`config.mk`:
```
export PLATFORM = sky130hd
export DESIGN_NAME = id_inst_queue
export DESIGN_NICKNAME = d
export VERILOG_FILES = /design/src/rtl/id_inst_queue.sv
export SDC_FILE = /design/constraint.sdc
export NUM_CORES = 1
export LEC_CHECK = 0
export BUFFER_PORTS_ARGS = -buffer_cell sky130_fd_sc_hd__buf_2
export CAP_MARGIN = 10
export CORE_AREA = 2 2 135 137
export DETAILED_ROUTE_END_ITERATION = 8
export DIE_AREA = 0 0 137 139
export PLACE_DENSITY = 0.86
export SLEW_MARGIN = 20
export SYNTH_ARGS = -nofsm -noshare
export SYNTH_HDL_FRONTEND = slang
export SYNTH_SLANG_ARGS = --single-unit
```
`constraint.sdc`:
```
create_clock -name clk -period 3.9 [get_ports clk]
set_clock_uncertainty 0.1 [all_clocks]
set_input_delay 0.78 -clock clk [delete_from_list [all_inputs] [get_ports clk]]
set_output_delay 0.78 -clock clk [all_outputs]
set_load 0.01 [all_outputs]
```
`src/rtl/id_inst_queue.sv`:
```
// Instruction queue between IF and ID: circular buffer of {pc, inst} with flush and delay-slot retention.
// Optional ID_IQ_BYPASS_EN lets an offer into an empty queue reach ID in the same cycle.
module id_inst_queue #(
  parameter int DEPTH  = 4,
  parameter int PC_W   = 32,
  parameter int INST_W = 32
) (
  input  logic                     clk,
  input  logic                     rst,
  input  logic                     in_valid,
  output logic                     in_ready,
  input  logic [PC_W-1:0]          in_pc,
  input  logic [INST_W-1:0]        in_inst,
  output logic                     out_valid,
  input  logic                     out_ready,
  output logic [PC_W-1:0]          out_pc,
  output logic [INST_W-1:0]        out_inst,
  input  logic                     flush,
  input  logic                     flush_keep,
  output logic [$clog2(DEPTH):0]   count
);

  localparam int AW = $clog2(DEPTH);
  localparam int PW = AW + 1;
  localparam logic [PW-1:0] DEPTH_P = PW'(DEPTH);
  localparam logic [PW-1:0] ONE_P   = PW'(1);

  logic [PC_W-1:0]   pc_mem   [DEPTH];
  logic [INST_W-1:0] inst_mem [DEPTH];
  logic [PW-1:0]     wr_ptr;
  logic [PW-1:0]     rd_ptr;
  logic [PW-1:0]     keep_ptr;
  logic              empty;
  logic              bypass;
  logic              push_acc;
  logic              push_wr;
  logic              pop_q;
  logic              keep_old;

  // Pointers carry one extra bit so full and empty are distinguishable.
  assign count    = wr_ptr - rd_ptr;
  assign empty    = (count == '0);
  assign in_ready = (count < DEPTH_P);

`ifdef ID_IQ_BYPASS_EN
  assign bypass = empty & in_valid;
`else
  assign bypass = 1'b0;
`endif

  assign out_valid = !empty | bypass;
  assign out_pc    = bypass ? in_pc   : pc_mem[rd_ptr[AW-1:0]];
  assign out_inst  = bypass ? in_inst : inst_mem[rd_ptr[AW-1:0]];

  assign push_acc = in_valid & in_ready;
  assign pop_q    = !empty & out_ready;
  // A bypassed entry taken by ID is consumed without ever being stored.
  assign push_wr  = push_acc & ~(bypass & out_ready);

  // Oldest surviving stored entry after this cycle's pop.
  assign keep_ptr = rd_ptr + PW'(pop_q);
  assign keep_old = (count > PW'(pop_q));

  always_ff @(posedge clk or negedge rst) begin
    if (!rst) begin
      wr_ptr <= '0;
      rd_ptr <= '0;
    end else if (flush) begin
      if (!flush_keep) begin
        rd_ptr <= wr_ptr;
      end else if (keep_old) begin
        rd_ptr <= keep_ptr;
        wr_ptr <= keep_ptr + ONE_P;
      end else if (push_wr) begin
        rd_ptr <= wr_ptr;
        wr_ptr <= wr_ptr + ONE_P;
      end else begin
        rd_ptr <= wr_ptr;
      end
    end else begin
      if (push_wr) wr_ptr <= wr_ptr + ONE_P;
      if (pop_q)   rd_ptr <= rd_ptr + ONE_P;
    end
  end

  // Storage needs no reset; a write that a flush discards is never read.
  always_ff @(posedge clk) begin
    if (push_wr) begin
      pc_mem[wr_ptr[AW-1:0]]   <= in_pc;
      inst_mem[wr_ptr[AW-1:0]] <= in_inst;
    end
  end

endmodule

```
==> impl_metrics.csv, run 1 <==
group,metric,value,unit
detailed_routing,wl,18.3,mm
final_layout,multiInputGateArea,1970,sq um
detailed_routing,wl_met2,9.38,mm
power_and_ir_drop,comb_power_share,0.347,
grt,grt_max_degree,68,
synth,synthCells,406,
floorplan,fp.dieH,139,microns
clock_network,clkLatencyLatePin,0.51,ns
synth,synth_cell_types,36,
floorplan,num_rows,49,
clock_network,cts_buffer_depth,3,
power_and_ir_drop,seqPwrFrac,0.419,
synth,ys_ff_latch,262,
synth,syn_nets,487,
grt,antenna_found_initial,2,
power_and_ir_drop,p_sw_frac,0.316,
critical_path,path_max_fanout,39,
final_layout,fin_nets,646,
clock_network,cts_buffers,26,
floorplan,ios,139,
floorplan,start_util,0.560,
critical_path,startpoint_type,"flip-flop",
timing,rsz0062_at_grt,"no",
detailed_routing,highest_layer,"met4",
timing,hold_viol_final,0,
placed_design,post_dp_cell_area,10900,sq um
detailed_routing,route.detailed.drc,0,
critical_path,endpoint_kind,"output port",
min_path,worstHoldPathType,"input port to flip-flop",
final_layout,num-fill-cells,1149,
timing,setup_tns,0,ns
clock_network,path_clk_slew,0.06,ns
synth,avgSynthCellArea,24.4,sq um
detailed_routing,wl_met3,1.28,mm
critical_path,cp.required,3.02,ns
detailed_routing,viasPerCell,5.76,
floorplan,core_area,17700,sq um
synth,synthesis.area,9890,sq um
final_layout,regArea,7850,sq um
outcome,status,"finished, final reports clean",
timing,final.min_clock_period,3.64,ns
detailed_routing,wire_per_inst,22.5,microns
floorplan,die_w,137,microns
clock_network,cts_tree,"built",
timing,slew_headroom,0.338,
timing,setup_viol,0,
power_and_ir_drop,power_switching,3000,uW
final_layout,final_area,11700,sq um
clock_network,cts.sinks,262,
detailed_routing,firstDrtPassIters,4,
floorplan,fp.dieArea,19000,sq um
power_and_ir_drop,peakVddDrop,0.000514,V
grt,track_usage,0.198,
synth,ys_seq_area_frac,0.793,
critical_path,worstSetupPathType,"flip-flop to output port",
detailed_routing,detail-route-antenna-nets,0,
placed_design,place_congestion,0.899,
synth,synth_warnings,0,
power_and_ir_drop,p_per_area,812,nW/um^2
grt,grt_overflow,0,
clock_network,htreeDepth,1,
detailed_routing,wl_met1,7.26,mm
detailed_routing,drt_iter0_drc,328,
clock_network,root_buffer,"clkbuf_16",
power_and_ir_drop,leakage,0.00403,uW
final_layout,area_delta_synth_final,18.5,%
placed_design,dpl.hpwl,10.9,mm
detailed_routing,vias,4692,
timing,tightest_slew,0.993,ns
critical_path,crit_arrival,2.76,ns
power_and_ir_drop,power.internal,6510,uW
grt,first_global_vias,4971,
timing,fmax,275,MHz
final_layout,drive_above_1_share,0.446,
flow_run,cap_violations,0,
grt,grt_pass1_wl,28.5,mm
power_and_ir_drop,clock_power_share,0.234,
timing,period_share,0.934,
timing,final-max-slew-violation-count,0,
placed_design,port_buffers,138,
==> layout by cell type, fill, tap and decap left out, drive strengths merged, types with 3 or more instances in the layout <==
cell type,instances
edfxtp,256
buf,145
mux4,64
clkbuf,31
clkinv,13
ha,10
inv,9
dfrtp,6
o21ai,6
nand2,5
and3,4
o22a,4
nor2,3
a21oi,3
xnor2,3
nand3,3
==> layer usage <==
| layer | GRT usage | vias up |
|---|---|---|
| li1 | - | 2049 |
| met4 | 0.0477 | 0 |
| met2 | 0.329 | 175 |
| met3 | 0.0497 | 29 |
| met5 | 0 | - |
| met1 | 0.267 | 2439 |
==> Yosys cell counts <==
cell type	n	area share
buf_2	6	0.0030
o22a_1	4	0.0035
xor2_1	2	0.0018
nor2_1	3	0.0011
buf_6	1	0.0011
mux4_2	64	0.15
inv_1	7	0.0027
mux2i_1	1	0.0010
o21ai_2	1	0.00089
a31oi_1	1	0.00063
nand3_2	2	0.0020
o21ai_0	1	0.00051
o21ai_1	3	0.0015
mux2_2	1	0.0011
dfrtp_1	6	0.015
ha_1	10	0.013
edfxtp_1	256	0.78
o21ai_4	1	0.0016
and3_1	4	0.0025
fa_1	1	0.0020
mux2_1	1	0.0011
a21oi_1	3	0.0015
xnor2_1	3	0.0027
a21o_1	1	0.00076
o2bb2ai_1	1	0.00089
a211oi_1	1	0.00076
nand2_1	5	0.0019
inv_4	1	0.00063
nand3_4	1	0.0018
clkbuf_1	7	0.0027
a222oi_1	1	0.0010
and2b_2	1	0.00089
buf_1	1	0.00038
and2b_1	1	0.00076
o21a_1	2	0.0015
xor3_2	1	0.0025
==> state kept, by name, summed over array words and instances, names as in the netlist <==
register / cells
inst_mem: 128
rd_ptr: 3
pc_mem: 128
wr_ptr: 3
==> kinds of logic (layout without fill, tap and decap cells) <==
kind of cell,after synthesis,in the layout,synth area share
compound gates,20,20,0.0152
flops,262,262,0.793
simple gates,17,17,0.0110
fa+ha+maj,11,11,0.0147
buf+inv,23,200,0.0105
mux,67,67,0.149
xor+xnor,6,6,0.00696
other cells,0,2,0
==> power groups by stage <==
| stage | clock network, uW | registers [uW] | logic, uW |
|---|---|---|---|
| 2_1_floorplan | 0 | 4000 | 2200 |
| 3_3_place_gp | 0 | 3990 | 3230 |
| 3_5_place_dp | 0 | 4040 | 3310 |
| 4_1_cts | 2270 | 4000 | 3350 |
| 5_1_grt | 2380 | 4040 | 3570 |
| 6_report | 2230 | 3990 | 3300 |
==> area by class of cell <==
cell class / instances / share of cell area
Timing Repair Buffer: 146 / 0.0689
Antenna cell: 2 / 0.000427
Tap cell: 229 / 0.0245
Inverter: 8 / 0.00278
Clock buffer: 31 / 0.0571
Clock inverter: 15 / 0.00876
Multi-Input combinational cell: 121 / 0.168
Sequential cell: 262 / 0.670
==> worst paths after layout <==
check                      cells past startpoint                       to  slack, ns                  start
setup / recovery                               4                out_pc[8]       0.26  rd_ptr[0]$_DFFE_PN0P_
hold / removal                                 1  pc_mem[0][15]$_DFFE_PP_       0.36              in_pc[15]
setup reg to reg                              16    wr_ptr[2]$_DFFE_PN0P_       0.28  wr_ptr[0]$_DFFE_PN0P_
hold reg to reg                                1    wr_ptr[2]$_DFFE_PN0P_       0.48  wr_ptr[2]$_DFFE_PN0P_
max in group asynchronous                      2    rd_ptr[0]$_DFFE_PN0P_       2.97                    rst
min in group asynchronous                      2    rd_ptr[1]$_DFFE_PN0P_       0.55                    rst
==> through the flow <==
step	cells	hold slack, ns	worst slack (ns)	util	total power (uW)
2_1_floorplan	406	0.384	0.205	-	6200
3_3_place_gp	765	0.446	0.505	0.619	7220
3_5_place_dp	765	0.453	0.325	0.619	7360
4_1_cts	812	0.332	0.156	0.663	9620
5_1_grt	814	0.335	0.0254	0.663	9980
6_report	814	0.357	0.258	0.663	9520
==> worst max-delay path: stages (launching register included) <==
cell and delay [ns]:
dfrtp_4 0.41, buf_6 0.45, buf_4 0.59, mux4_2 0.60, buf_2 0.16
==> what timing repair did <==
item                                   in CTS  in global routing
endpoints found under the hold margin       6                  0
gates resized for setup                     1                  0
setup buffers                               0                  0
setup endpoints to repair                  24                  0
hold buffers                                1                  0
Power figures use the tool's default switching activity.
==> run 2: changes to the inputs <==
Settings changed: CORE_AREA 2 2 135 137 to 2 2 143 145, DIE_AREA 0 0 137 139 to 0 0 145 147, PLACE_DENSITY 0.86 to 0.74.
Clock period 3.9 ns to 3 ns, I/O delays scaled along.
==> impl_metrics.csv, run 2 (synthesized netlist as in run 1, its figures left out) <==
group,metric,value,unit
timing,period_share,0.979,
timing,fmax,340,MHz
timing,hold_viol_final,0,
detailed_routing,viasPerCell,5.38,
power_and_ir_drop,seqPwrFrac,0.395,
floorplan,num_rows,52,
final_layout,final_cell_mix,"edfxtp_1 (256), buf_2 (138), mux4_2 (64)",
timing,setup_tns,0,ns
clock_network,path_clk_slew,0.06,ns
critical_path,regToRegSetupSlack,0.07,ns
placed_design,post_dp_cell_area,11200,sq um
clock_network,cts_buffers,26,
min_path,hold_depth,1,
critical_path,reg2regPathDepth,13,
detailed_routing,detail-route-antenna-nets,0,
placed_design,dpl.hpwl,10.6,mm
min_path,holdCritStartpoint,"in_pc[23]",
floorplan,ios,139,
clock_network,cts.sinks,262,
final_layout,multiInputGateArea,2060,sq um
grt,first_global_vias,4965,
detailed_routing,wl,17.6,mm
min_path,worstHoldPathType,"input port to flip-flop",
min_path,hold_path_end,"pc_mem[2][23]$_DFFE_PP_",
critical_path,worstSetupPathType,"flip-flop to output port",
outcome,status,"finished, final reports clean",
clock_network,cts_tree,"built",
timing,rsz0062_at_grt,"yes",
detailed_routing,vias,4685,
flow_run,cap_violations,0,
power_and_ir_drop,power.internal,9090,uW
grt,antenna_found_initial,1,
power_and_ir_drop,p_per_area,1080,nW/um^2
final_layout,num-fill-cells,1348,
final_layout,drive_above_1_share,0.477,
critical_path,cp.required,2.30,ns
timing,final-max-slew-violation-count,0,
detailed_routing,firstDrtPassIters,4,
grt,grt_max_degree,68,
power_and_ir_drop,peakVddDrop,0.000689,V
power_and_ir_drop,comb_power_share,0.370,
floorplan,fp.dieArea,21300,sq um
timing,slew_headroom,0.517,
critical_path,r2r_end,"rd_ptr[2]$_DFFE_PN0P_",
detailed_routing,route.detailed.drc,0,
floorplan,start_util,0.498,
critical_path,endpoint_kind,"output port",
final_layout,final_area,12100,sq um
power_and_ir_drop,clock_power_share,0.235,
placed_design,dp.cells,821,
timing,final.min_clock_period,2.94,ns
floorplan,fp.dieH,147,microns
final_layout,layout_commonest_cell,"edfxtp_1",
placed_design,port_buffers,138,
timing,tightest_slew,0.725,ns
grt,grt_overflow,0,
clock_network,htreeDepth,1,
clock_network,clkLatencyLatePin,0.52,ns
floorplan,die_w,145,microns
power_and_ir_drop,leakage,0.00416,uW
detailed_routing,wire_per_inst,20.3,microns
power_and_ir_drop,p_sw_frac,0.305,
power_and_ir_drop,power_switching,3980,uW
critical_path,crit_arrival,2.24,ns
final_layout,fin_nets,662,
critical_path,r2r_start,"rd_ptr[0]$_DFFE_PN0P_",
final_layout,utilization,0.610,
placed_design,place_congestion,0.761,
clock_network,root_buffer,"clkbuf_16",
detailed_routing,drt_iter0_drc,252,
timing,setup_viol,0,
final_layout,area_delta_synth_final,22.4,%
critical_path,startpoint_type,"flip-flop",
final_layout,final_cells,871,
grt,grt_pass1_wl,27.6,mm
critical_path,path_max_fanout,2,
floorplan,core_area,19800,sq um
clock_network,cts_buffer_depth,3,
final_layout,regArea,7850,sq um
timing,whs,0.181,ns
grt,track_usage,0.168,
## run 2: power groups by stage
| stage | clock, uW | sequential (uW) | combinational (uW) |
|---|---|---|---|
| after global placement | 0 | 5170 | 4740 |
| after floorplan | 0 | 5180 | 3070 |
| final | 3070 | 5160 | 4840 |
| after CTS | 3140 | 5160 | 4910 |
| after detailed placement | 0 | 5230 | 4820 |
| after global routing | 3260 | 5210 | 5240 |
## run 2: critical path: stages, from the launching register on
cell     delay (ns)
dfrtp_4        0.49
ha_4           0.17
fa_2           0.36
xor3_2         0.27
inv_4          0.08
nand3_4        0.07
buf_4          0.15
buf_2          0.13
## run 2: area by class of cell
| class | count | share of cell area |
|---|---|---|
| Clock inverter | 16 | 0.0102 |
| Antenna cell | 1 | 0.000207 |
| Inverter | 8 | 0.00289 |
| Tap cell | 270 | 0.0279 |
| Multi-Input combinational cell | 121 | 0.170 |
| Timing Repair Buffer | 162 | 0.0837 |
| Clock buffer | 31 | 0.0570 |
| Sequential cell | 262 | 0.648 |
## run 2: repair_timing
action | in CTS | in global routing
hold buffers | 1 | 0
setup buffers | 0 | 1
gates resized for setup | 9 | 0
hold endpoints to repair | 6 | 0
setup endpoints to repair | 70 | 4
pin swaps | 1 | 8
## run 2: routing by layer
metal / GRT usage / wire length [microns] / up-vias
li1: - / - / 2078
met1: 0.221 / 7320 / 2423
met2: 0.281 / 8690 / 145
met3: 0.0394 / 1100 / 39
met4: 0.0535 / 533 / 0
met5: 0 / 0 / -
## run 2: worst max path at each step
stage,endpoint,slack (ns),start,cells past startpoint
2_1_floorplan,wr_ptr[2]$_DFFE_PN0P_,-0.21,wr_ptr[0]$_DFFE_PN0P_,16
3_3_place_gp,wr_ptr[2]$_DFFE_PN0P_,-0.07,rd_ptr[0]$_DFFE_PN0P_,15
3_5_place_dp,wr_ptr[2]$_DFFE_PN0P_,-0.11,rd_ptr[0]$_DFFE_PN0P_,15
4_1_cts,out_valid,0.01,rd_ptr[0]$_DFFE_PN0P_,7
5_1_grt,wr_ptr[2]$_DFFE_PN0P_,-0.04,rd_ptr[0]$_DFFE_PN0P_,15
6_report,out_valid,0.06,rd_ptr[0]$_DFFE_PN0P_,7
## run 2: metrics by stage
stage / setup slack [ns] / power (uW)
2_1_floorplan: -0.209 / 8250
4_1_cts: 0.0113 / 13200
3_3_place_gp: -0.0723 / 9910
5_1_grt: -0.0450 / 13700
3_5_place_dp: -0.107 / 10000
6_report: 0.0622 / 13100
==> run 3: changes to the inputs <==
Settings changed: BUFFER_PORTS_ARGS -buffer_cell sky130_fd_sc_hd__buf_2 to default, CORE_AREA 2 2 143 145 to 2 2 132 134, DIE_AREA 0 0 145 147 to 0 0 134 136, DONT_BUFFER_PORTS from default to 1, PLACE_DENSITY 0.74 to 0.75.
Clock period 3 ns to 3.2 ns, I/O delays scaled along.
==> impl_metrics.csv, run 3 (synthesized netlist as in run 1, its figures left out) <==
group,metric,value,unit
grt,track_usage,0.197,
final_layout,antennaDiodeCount,0,
grt,grt_max_degree,68,
timing,setup_viol,0,
final_layout,final_cells,680,
final_layout,final_cell_mix,"edfxtp_1 (256), mux4_2 (64), clkbuf_16 (27)",
detailed_routing,route.detailed.drc,0,
final_layout,regArea,7850,sq um
critical_path,crit_arrival,3.39,ns
floorplan,fp.dieArea,18200,sq um
timing,tightest_slew,1.00,ns
critical_path,worstSetupPathType,"flip-flop to flip-flop",
clock_network,cts_buffer_depth,3,
timing,whs,0.103,ns
detailed_routing,wire_per_inst,25.6,microns
placed_design,place_congestion,0.792,
final_layout,fin_nets,517,
critical_path,cp.required,3.51,ns
floorplan,core_area,16900,sq um
floorplan,num_rows,48,
timing,hold_viol_final,0,
power_and_ir_drop,leakage,0.00355,uW
detailed_routing,wl,17.4,mm
detailed_routing,detail-route-antenna-nets,0,
floorplan,start_util,0.586,
detailed_routing,viasPerCell,6.11,
power_and_ir_drop,peakVddDrop,0.000583,V
timing,slew_headroom,0.332,
critical_path,r2r_start,"rd_ptr[0]$_DFFE_PN0P_",
final_layout,utilization,0.664,
critical_path,endpoint_kind,"flip-flop",
clock_network,cts_tree,"built",
final_layout,num-fill-cells,1034,
clock_network,cts.sinks,262,
timing,final.min_clock_period,3.08,ns
grt,antenna_found_initial,0,
final_layout,multiInputGateArea,2050,sq um
detailed_routing,vias,4155,
final_layout,layout_commonest_cell,"edfxtp_1",
floorplan,die_w,134,microns
timing,rsz0062_at_grt,"no",
critical_path,path_max_fanout,4,
timing,fmax,325,MHz
grt,grt_overflow,0,
outcome,status,"finished, final reports clean",
detailed_routing,firstDrtPassIters,4,
clock_network,cts_buffers,27,
grt,first_global_vias,4632,
critical_path,regToRegSetupSlack,0.12,ns
detailed_routing,drt_iter0_drc,292,
timing,period_share,0.963,
floorplan,fp.dieH,136,microns
min_path,hold_path_end,"inst_mem[0][25]$_DFFE_PP_",
critical_path,r2r_end,"wr_ptr[2]$_DFFE_PN0P_",
clock_network,clkLatencyLatePin,0.51,ns
power_and_ir_drop,p_per_area,1020,nW/um^2
critical_path,startpoint_type,"flip-flop",
min_path,holdCritStartpoint,"in_inst[25]",
placed_design,port_buffers,0,
flow_run,cap_violations,0,
final_layout,area_delta_synth_final,13.4,%
clock_network,root_buffer,"clkbuf_16",
floorplan,ios,139,
grt,grt_pass1_wl,26.9,mm
timing,final-max-slew-violation-count,0,
critical_path,reg2regPathDepth,15,
final_layout,drive_above_1_share,0.308,
clock_network,htreeDepth,1,
timing,setup_tns,0,ns
placed_design,dpl.hpwl,10.7,mm
min_path,hold_depth,0,
clock_network,path_clk_slew,0.06,ns
min_path,worstHoldPathType,"input port to flip-flop",
placed_design,dp.cells,631,
[run 3: changes by cell type in the layout (fill, tap and decap cells not counted), sizes merged]
cell    delta
bufinv     -1
clkbuf     +1
diode      -1
buf      -146
clkinv     -1
inv        +2
[run 3: stage by stage]
stage	area, sq um	power [uW]	setup slack, ns
final	11200	11400	0.119
after global routing	11200	12000	0.0164
after CTS	11200	11600	0.0337
after detailed placement	10400	8710	-0.00316
after global placement	10400	8550	0.0619
after floorplan	9970	7680	-0.0343
[run 3: worst max-delay path by stage]
stage                                startpoint                     to  slack, ns  depth (start not counted)
after floorplan           wr_ptr[0]$_DFFE_PN0P_  wr_ptr[2]$_DFFE_PN0P_      -0.03                         16
after global placement    rd_ptr[0]$_DFFE_PN0P_           out_inst[14]       0.06                          3
after detailed placement  rd_ptr[0]$_DFFE_PN0P_  wr_ptr[2]$_DFFE_PN0P_     -0.003                         15
after CTS                 rd_ptr[0]$_DFFE_PN0P_             out_pc[13]       0.03                          3
after global routing      rd_ptr[0]$_DFFE_PN0P_  wr_ptr[2]$_DFFE_PN0P_       0.02                         15
final                     rd_ptr[0]$_DFFE_PN0P_  wr_ptr[2]$_DFFE_PN0P_       0.12                         15
[run 3: metal layers]
metal / wire, microns / vias up / share of wire / GRT usage
met3: 1900 / 30 / 0.11 / 0.0846
met5: 0 / - / 0 / 0
li1: - / 1785 / - / -
met4: 335 / 0 / 0.019 / 0.0550
met1: 6570 / 2192 / 0.38 / 0.243
met2: 8580 / 148 / 0.49 / 0.323
[run 3: worst max-delay path: stages (launching register included)]
cell and delay (ns):
dfrtp_4 0.50, ha_4 0.17, fa_2 0.42, xor3_2 0.28, inv_4 0.08, nand3_4 0.07, nand2_4 0.08, inv_2 0.05
ha_2 0.18, ha_4 0.25, ha_4 0.16, xnor2_2 0.13, xnor2_1 0.13, nor2_1 0.15, a211oi_2 0.05, a21o_1 0.16
[run 3: repair_timing]
| item | 4_1_cts | 5_1_grt |
|---|---|---|
| setup endpoints to repair | 36 | 36 |
| pin swaps | 1 | 0 |
| resized for setup | 4 | 3 |
| hold endpoints to repair | 6 | 0 |
| setup buffers | 0 | 0 |
| hold buffers | 1 | 0 |
[run 3: report_power, final]
| group | total (uW) | internal [uW] | switching [uW] |
|---|---|---|---|
| Combinational | 3760 | 1600 | 2160 |
| Clock | 2810 | 1620 | 1190 |
| Sequential | 4860 | 4660 | 202 |
[run 3: final cells by class]
class / count / share of cell area
Clock buffer: 32 / 0.0619
Clock inverter: 16 / 0.00938
Inverter: 8 / 0.00290
Multi-Input combinational cell: 121 / 0.182
Sequential cell: 262 / 0.700
Tap cell: 225 / 0.0251
Timing Repair Buffer: 16 / 0.0183
